## config.mk

```make
export PLATFORM = sky130hd
export DESIGN_NAME = stack_addr_sched
export DESIGN_NICKNAME = d
export VERILOG_FILES = /design/src/rtl/stack_addr_sched.sv
export SDC_FILE = /design/constraint.sdc
export NUM_CORES = 1
export LEC_CHECK = 0
export CAP_MARGIN = 20
export CORE_UTILIZATION = 41
export DETAILED_ROUTE_END_ITERATION = 12
export PLACE_DENSITY_LB_ADDON = 0.12
export SETUP_SLACK_MARGIN = 0.5
export SYNTH_ARGS = -nofsm -noshare
export SYNTH_HDL_FRONTEND = slang
export SYNTH_SLANG_ARGS = --single-unit
```

## constraint.sdc

```tcl
create_clock -name clk -period 5.89 [get_ports clk]
set_clock_uncertainty 0.05 [all_clocks]
set_input_delay 1.178 -clock clk [delete_from_list [all_inputs] [get_ports clk]]
set_output_delay 1.178 -clock clk [all_outputs]
set_load 0.01 [all_outputs]
```

## src/rtl/stack_addr_sched.sv

```systemverilog
// Two-requester scheduler in front of an address-stack datapath: arbitrates,
// issues one stack command per request, returns pop results, and tracks occupancy.
// Define STACK_SCHED_PRIO_EN for fixed priority (req0 over req1); default is round-robin.
module stack_addr_sched #(
  parameter int DATA_WIDTH = 16,
  parameter int DEPTH      = 3
) (
  input  logic                  clk,
  input  logic                  rst,
  input  logic                  req0_vld,
  input  logic [1:0]            req0_op,
  input  logic [DATA_WIDTH-1:0] req0_data,
  output logic                  req0_rdy,
  input  logic                  req1_vld,
  input  logic [1:0]            req1_op,
  input  logic [DATA_WIDTH-1:0] req1_data,
  output logic                  req1_rdy,
  output logic [1:0]            stk_ctl,
  output logic                  stk_vld,
  output logic [DATA_WIDTH-1:0] stk_data,
  input  logic [DATA_WIDTH-1:0] stk_dout,
  output logic                  rsp_vld,
  output logic                  rsp_id,
  output logic [DATA_WIDTH-1:0] rsp_data,
  output logic [1:0]            occ,
  output logic                  err_ovf,
  output logic                  err_udf
);

  localparam logic [1:0] S_IDLE  = 2'd0;
  localparam logic [1:0] S_ISSUE = 2'd1;
  localparam logic [1:0] S_RESP  = 2'd2;

  localparam logic [1:0] OP_POP   = 2'b00;
  localparam logic [1:0] OP_PUSH1 = 2'b01;
  localparam logic [1:0] OP_RSVD  = 2'b10;
  localparam logic [1:0] OP_PUSH2 = 2'b11;

  localparam logic [2:0] DEPTH_W = 3'(DEPTH);

  function automatic logic [1:0] push_cnt(input logic [1:0] op);
    case (op)
      OP_POP:   push_cnt = 2'd0;
      OP_PUSH2: push_cnt = 2'd2;
      default:  push_cnt = 2'd1;
    endcase
  endfunction

  logic [1:0]            r_state;
  logic [1:0]            r_occ;
  logic [1:0]            r_op;
  logic [DATA_WIDTH-1:0] r_data;
  logic                  r_id;
  logic                  r_ovf;
  logic                  r_udf;

  logic                  w_idle;
  logic                  w_pick1;
  logic                  w_acc;
  logic [1:0]            w_raw_op;
  logic [1:0]            w_sel_op;
  logic [DATA_WIDTH-1:0] w_sel_data;
  logic [2:0]            w_acc_sum;
  logic                  w_ovf;
  logic                  w_udf;
  logic [2:0]            w_iss_sum;
  logic [1:0]            w_occ_push;
  logic                  w_issue;

`ifdef STACK_SCHED_PRIO_EN
  assign w_pick1 = req1_vld && !req0_vld;
`else
  logic r_rr;

  // r_rr = 1 means requester 1 wins the next tie.
  assign w_pick1 = req1_vld && (!req0_vld || r_rr);

  always_ff @(posedge clk or posedge rst) begin
    if (rst) begin
      r_rr <= 1'b0;
    end else if (w_acc) begin
      r_rr <= ~w_pick1;
    end
  end
`endif

  // rdy is gated by rst so nothing is granted while reset is held.
  assign w_idle   = (r_state == S_IDLE) && !rst;
  assign req0_rdy = w_idle && req0_vld && !w_pick1;
  assign req1_rdy = w_idle && w_pick1;
  assign w_acc    = req0_rdy || req1_rdy;

  assign w_raw_op   = w_pick1 ? req1_op : req0_op;
  assign w_sel_op   = (w_raw_op == OP_RSVD) ? OP_PUSH1 : w_raw_op;
  assign w_sel_data = w_pick1 ? req1_data : req0_data;

  assign w_acc_sum = {1'b0, r_occ} + {1'b0, push_cnt(w_sel_op)};
  assign w_ovf     = (w_sel_op != OP_POP) && (w_acc_sum > DEPTH_W);
  assign w_udf     = (w_sel_op == OP_POP) && (r_occ == 2'd0);

  assign w_iss_sum  = {1'b0, r_occ} + {1'b0, push_cnt(r_op)};
  assign w_occ_push = (w_iss_sum > DEPTH_W) ? DEPTH_W[1:0] : w_iss_sum[1:0];

  always_ff @(posedge clk or posedge rst) begin
    if (rst) begin
      r_state <= S_IDLE;
      r_occ   <= '0;
      r_op    <= '0;
      r_data  <= '0;
      r_id    <= 1'b0;
      r_ovf   <= 1'b0;
      r_udf   <= 1'b0;
    end else begin
      case (r_state)
        S_IDLE: begin
          if (w_acc) begin
            r_state <= S_ISSUE;
            r_op    <= w_sel_op;
            r_data  <= w_sel_data;
            r_id    <= w_pick1;
            r_ovf   <= w_ovf;
            r_udf   <= w_udf;
          end
        end
        S_ISSUE: begin
          if (r_ovf || r_udf) begin
            r_state <= S_IDLE;
          end else if (r_op == OP_POP) begin
            r_occ   <= (r_occ == 2'd0) ? 2'd0 : r_occ - 2'd1;
            r_state <= S_RESP;
          end else begin
            r_occ   <= w_occ_push;
            r_state <= S_IDLE;
          end
        end
        default: r_state <= S_IDLE;
      endcase
    end
  end

  assign w_issue  = (r_state == S_ISSUE) && !r_ovf && !r_udf;
  assign stk_vld  = w_issue;
  assign stk_ctl  = w_issue ? r_op : '0;
  assign stk_data = w_issue ? r_data : '0;

  assign err_ovf  = (r_state == S_ISSUE) && r_ovf;
  assign err_udf  = (r_state == S_ISSUE) && r_udf;

  assign rsp_vld  = (r_state == S_RESP);
  assign rsp_id   = (r_state == S_RESP) ? r_id : 1'b0;
  assign rsp_data = (r_state == S_RESP) ? stk_dout : '0;

  assign occ = r_occ;

endmodule

```

==> Implementation_results.wiki <==
{| class="wikitable"
! Metric !! Value
|-
| RSZ-0062 raised after global routing || no
|-
| Worst Hold End || r_id
|-
| Class of the worst hold path || reg2reg
|-
| Total global-route track usage || 20.83%
|-
| H-tree levels || 1
|-
| Nature of the critical path startpoint || input port
|-
| WL final || 4.337 mm
|-
| Post-synthesis xor/xnor area fraction || 0%
|-
| Hold_sp || r_id
|-
| Number of instances in the synthesized netlist || 163
|-
| First-iteration detailed-routing DRC count || 56
|-
| Mean cell area of the mapped netlist || 10.17 um2
|-
| Pin count of the biggest net entering global routing || 27
|-
| CTS tree || done
|-
| FF/Latch Area || 650.6 um2
|-
| Post-synthesis share of cell area spent on full adders, half adders and majority gates || 5.736%
|-
| DRC violations left || 0
|-
| Measured slew at the worst slew-check pin || 1.010 ns
|-
| Syn_nets || 226
|-
| Achievable Freq || 241.8 MHz
|-
| Clock root buffer || clkbuf_8
|-
| Share of async-settable or async-resettable flops after synthesis || 100.0%
|-
| Max-capacitance violation count || 0
|-
| Final-layout fill cell count || 313
|-
| Share of synthesized cell area in and, or, nand and nor gates || 26.19%
|-
| Worst vdd ir || about 220 uV
|-
| Global placement routability congestion || 0.7575
|-
| Pwr dens || 296.1 nW/um2
|-
| Area of the mapped netlist || around 1700 um2
|-
| Clock transition at the registers of the reported paths || 0.08 ns
|-
| Row Count || 22
|-
| Distinct cell type count of the synthesized netlist || 37
|-
| Min-Delay Path Depth || 1
|-
| Crit path kind || in2out
|-
| Endpoint kind of the worst setup timing path || output port
|-
| Hold-fix buffer count after cts || 0
|-
| Latest clock arrival within the worst-skew pair || 0.26 ns
|-
| YS warnings || 0
|-
| Combinational family with the most area after synthesis || simple AND/OR/NAND/NOR gates
|-
| DPL Wire Length || 3.196 mm
|-
| Pins over their slew limit || 0
|-
| Proportion of synthesized chip area in sequential cells || about two fifths
|-
| Reported leakage power || ~1.1 nW
|-
| CTS Buf Count || 3
|-
| First-pass iteration count of the detailed router || 4
|-
| DIE WIDTH || 65.59 um
|-
| Run status || finished, final reports clean
|-
| Setup violators final || 0
|-
| CTS resizes || 0
|-
| Share of post-route cells with drive strength above 1 || 6.299%
|-
| Crit share post-route || 70.22%
|-
| Max-slew headroom || 32.37%
|-
| Y dimension of the die || 65.59 um
|-
| GRT Residual Overflow || 0
|-
| Via density || 5.116
|-
| Number of global-route vias before repair || 1441
|-
| Number of buffers inserted by port buffering || 98
|-
| Number of antenna violations at the first check in global routing || 0
|-
| Logic depth of the worst register-to-register path || 7
|-
| Core region area || approximately 3800 um2
|-
| Post-Route Setup TNS || 0 ns
|-
| Count of flip-flops with a built-in enable after synthesis || 0
|-
| End of the worst register-to-register path || r_ovf
|-
| First-pass GRT wire length || 7.031 mm
|-
| Total power after layout || 0.0008028 W
|-
| Num ports || between 90 and 100
|-
| Worst r2r src || r_rr
|-
| Number of buffers inserted to repair setup after CTS || 0
|-
| Mux contribution to synthesized area || 3.245%
|-
| Required arrival time at the worst endpoint || 4.66 ns
|-
| Total vias in the final route || 1545
|-
| Compound-Gate Fraction of Synth Area || approximately 21%
|-
| Num Clock Sinks || 26
|-
| Reg-to-reg slack, setup || 3.76 ns
|-
| Peak fanout along the critical path || 12
|-
| Area Overhead vs Synth || 63.55%
|-
| Synthesis-stage register bit count || 26
|-
| Final min period || 4.136 ns
|-
| Most used flip-flop cell after synthesis || dfrtp_1
|-
| Arr. time, crit path || 2.91 ns
|-
| Total die area || 4302 um2
|-
| Final ANT Viol Nets || 0
|-
| Final layout net count || around 320
|-
| Maximum number of buffers from clock root to sink || 2
|-
| Wire length per cell after detailed routing || 14.36 um
|-
| Diode count || 0
|-
| Core utilization of the finished layout || 71.90%
|-
| Starting density of the core || 43.96%
|-
| Final Hold Fails || 0
|-
| Multi-input logic area || approximately 900 um2
|}
[synthesized netlist by cell type, types with 2 or more instances]
cell       count  area share (%)
a2bb2oi_1     11             5.8
ha_1           6             4.5
o21ai_1        6             1.8
nor3_2         4             2.4
buf_2          6             1.8
and2_1        36              14
clkbuf_1       4            0.91
inv_1          4            0.91
mux2i_1        2             1.2
nand2_1        9             2.0
and3b_1        2             1.1
dfrtp_1       26              39
nor2_1         6             1.4
a31oi_1        2            0.75
a221o_1        5             3.0
mux2_1         3             2.0
o32ai_1       11             5.8
[stage by stage]
stage	std cells	setup slack (ns)	hold WS (ns)	area (um2)
floorplan	163	2.766	0.3981	1658
global placement	298	1.774	0.4221	2643
detailed placement	298	1.756	0.4298	2643
CTS	301	1.753	0.4543	2684
global route	302	1.690	0.4693	2711
finish	302	1.754	0.4483	2711
[critical path, stage by stage]
cell and delay, ns:
clkdlybuf4s50_1 0.59, a21bo_2 0.39, nor2_4 0.17, clkdlybuf4s50_1 0.56
[placed cells by master, fill, tap and decap left out, types with 2 or more instances in the layout]
master | netlist | routed
a221o_1 | 5 | 5
a2bb2oi_1 | 11 | 11
a31oi_1 | 2 | 2
and2_1 | 36 | 36
and3b_1 | 2 | 2
clkbuf_8 | 0 | 3
clkdlybuf4s50_1 | 0 | 98
dfrtp_1 | 26 | 26
ha_1 | 6 | 6
inv_1 | 4 | 4
mux2_1 | 3 | 3
mux2i_1 | 2 | 2
nand2_1 | 9 | 9
nor2_1 | 6 | 6
nor3_2 | 4 | 4
o21ai_1 | 6 | 6
o32ai_1 | 11 | 11
[metal layers]
layer / up-vias / track usage (%) / wire, um
met1: 727 / 29.09 / 2047
li1: 774 / - / -
met2: 42 / 34.92 / 2086
met4: 0 / 1.902 / 10
met5: - / 0 / 0
met3: 2 / 3.472 / 192
[worst max path at each step]
stage / startpoint / to / slack (ns) / cells past startpoint
6_report: req1_vld / req0_rdy / 1.75 / 4
5_1_grt: req1_vld / req0_rdy / 1.69 / 4
4_1_cts: req1_vld / req0_rdy / 1.75 / 4
3_5_place_dp: req1_vld / req0_rdy / 1.76 / 4
3_3_place_gp: req1_vld / req0_rdy / 1.77 / 4
2_1_floorplan: req0_vld / req1_rdy / 2.77 / 5
[final cells by class]
| class | count | area share, % |
|---|---|---|
| timing repair buffer | 100 | 37.47 |
| multi-input combinational | 120 | 34.10 |
| tap | 48 | 2.215 |
| inverter | 5 | 0.6922 |
| clock buffer | 3 | 1.523 |
| sequential | 26 | 24.00 |
[registers in the layout, summed over array words and instances (netlist names)]
register  flops
r_udf         1
r_op          2
occ           2
r_data       16
r_id          1
r_state       2
r_rr          1
r_ovf         1
[where the power goes]
part | internal (W) | total, W | leakage [nW] | switching (W)
Combinational | 0.000237 | 0.000410 | 0.768 | 0.000172
Sequential | 0.000244 | 0.000297 | 0.307 | 0.0000527
Clock | 0.0000457 | 0.0000960 | 0.0216 | 0.0000503
Total | 0.000528 | 0.000803 | 1.10 | 0.000275
[cell families after synthesis]
| kind of cell | Yosys count |
|---|---|
| AOI/OAI and AO/OA | 42 |
| adders and majority gates | 7 |
| muxes | 5 |
| and+or+nand+nor | 66 |
| DFF | 26 |
| buffers and inverters | 17 |
No activity file was read; power rests on OpenSTA's default activity.
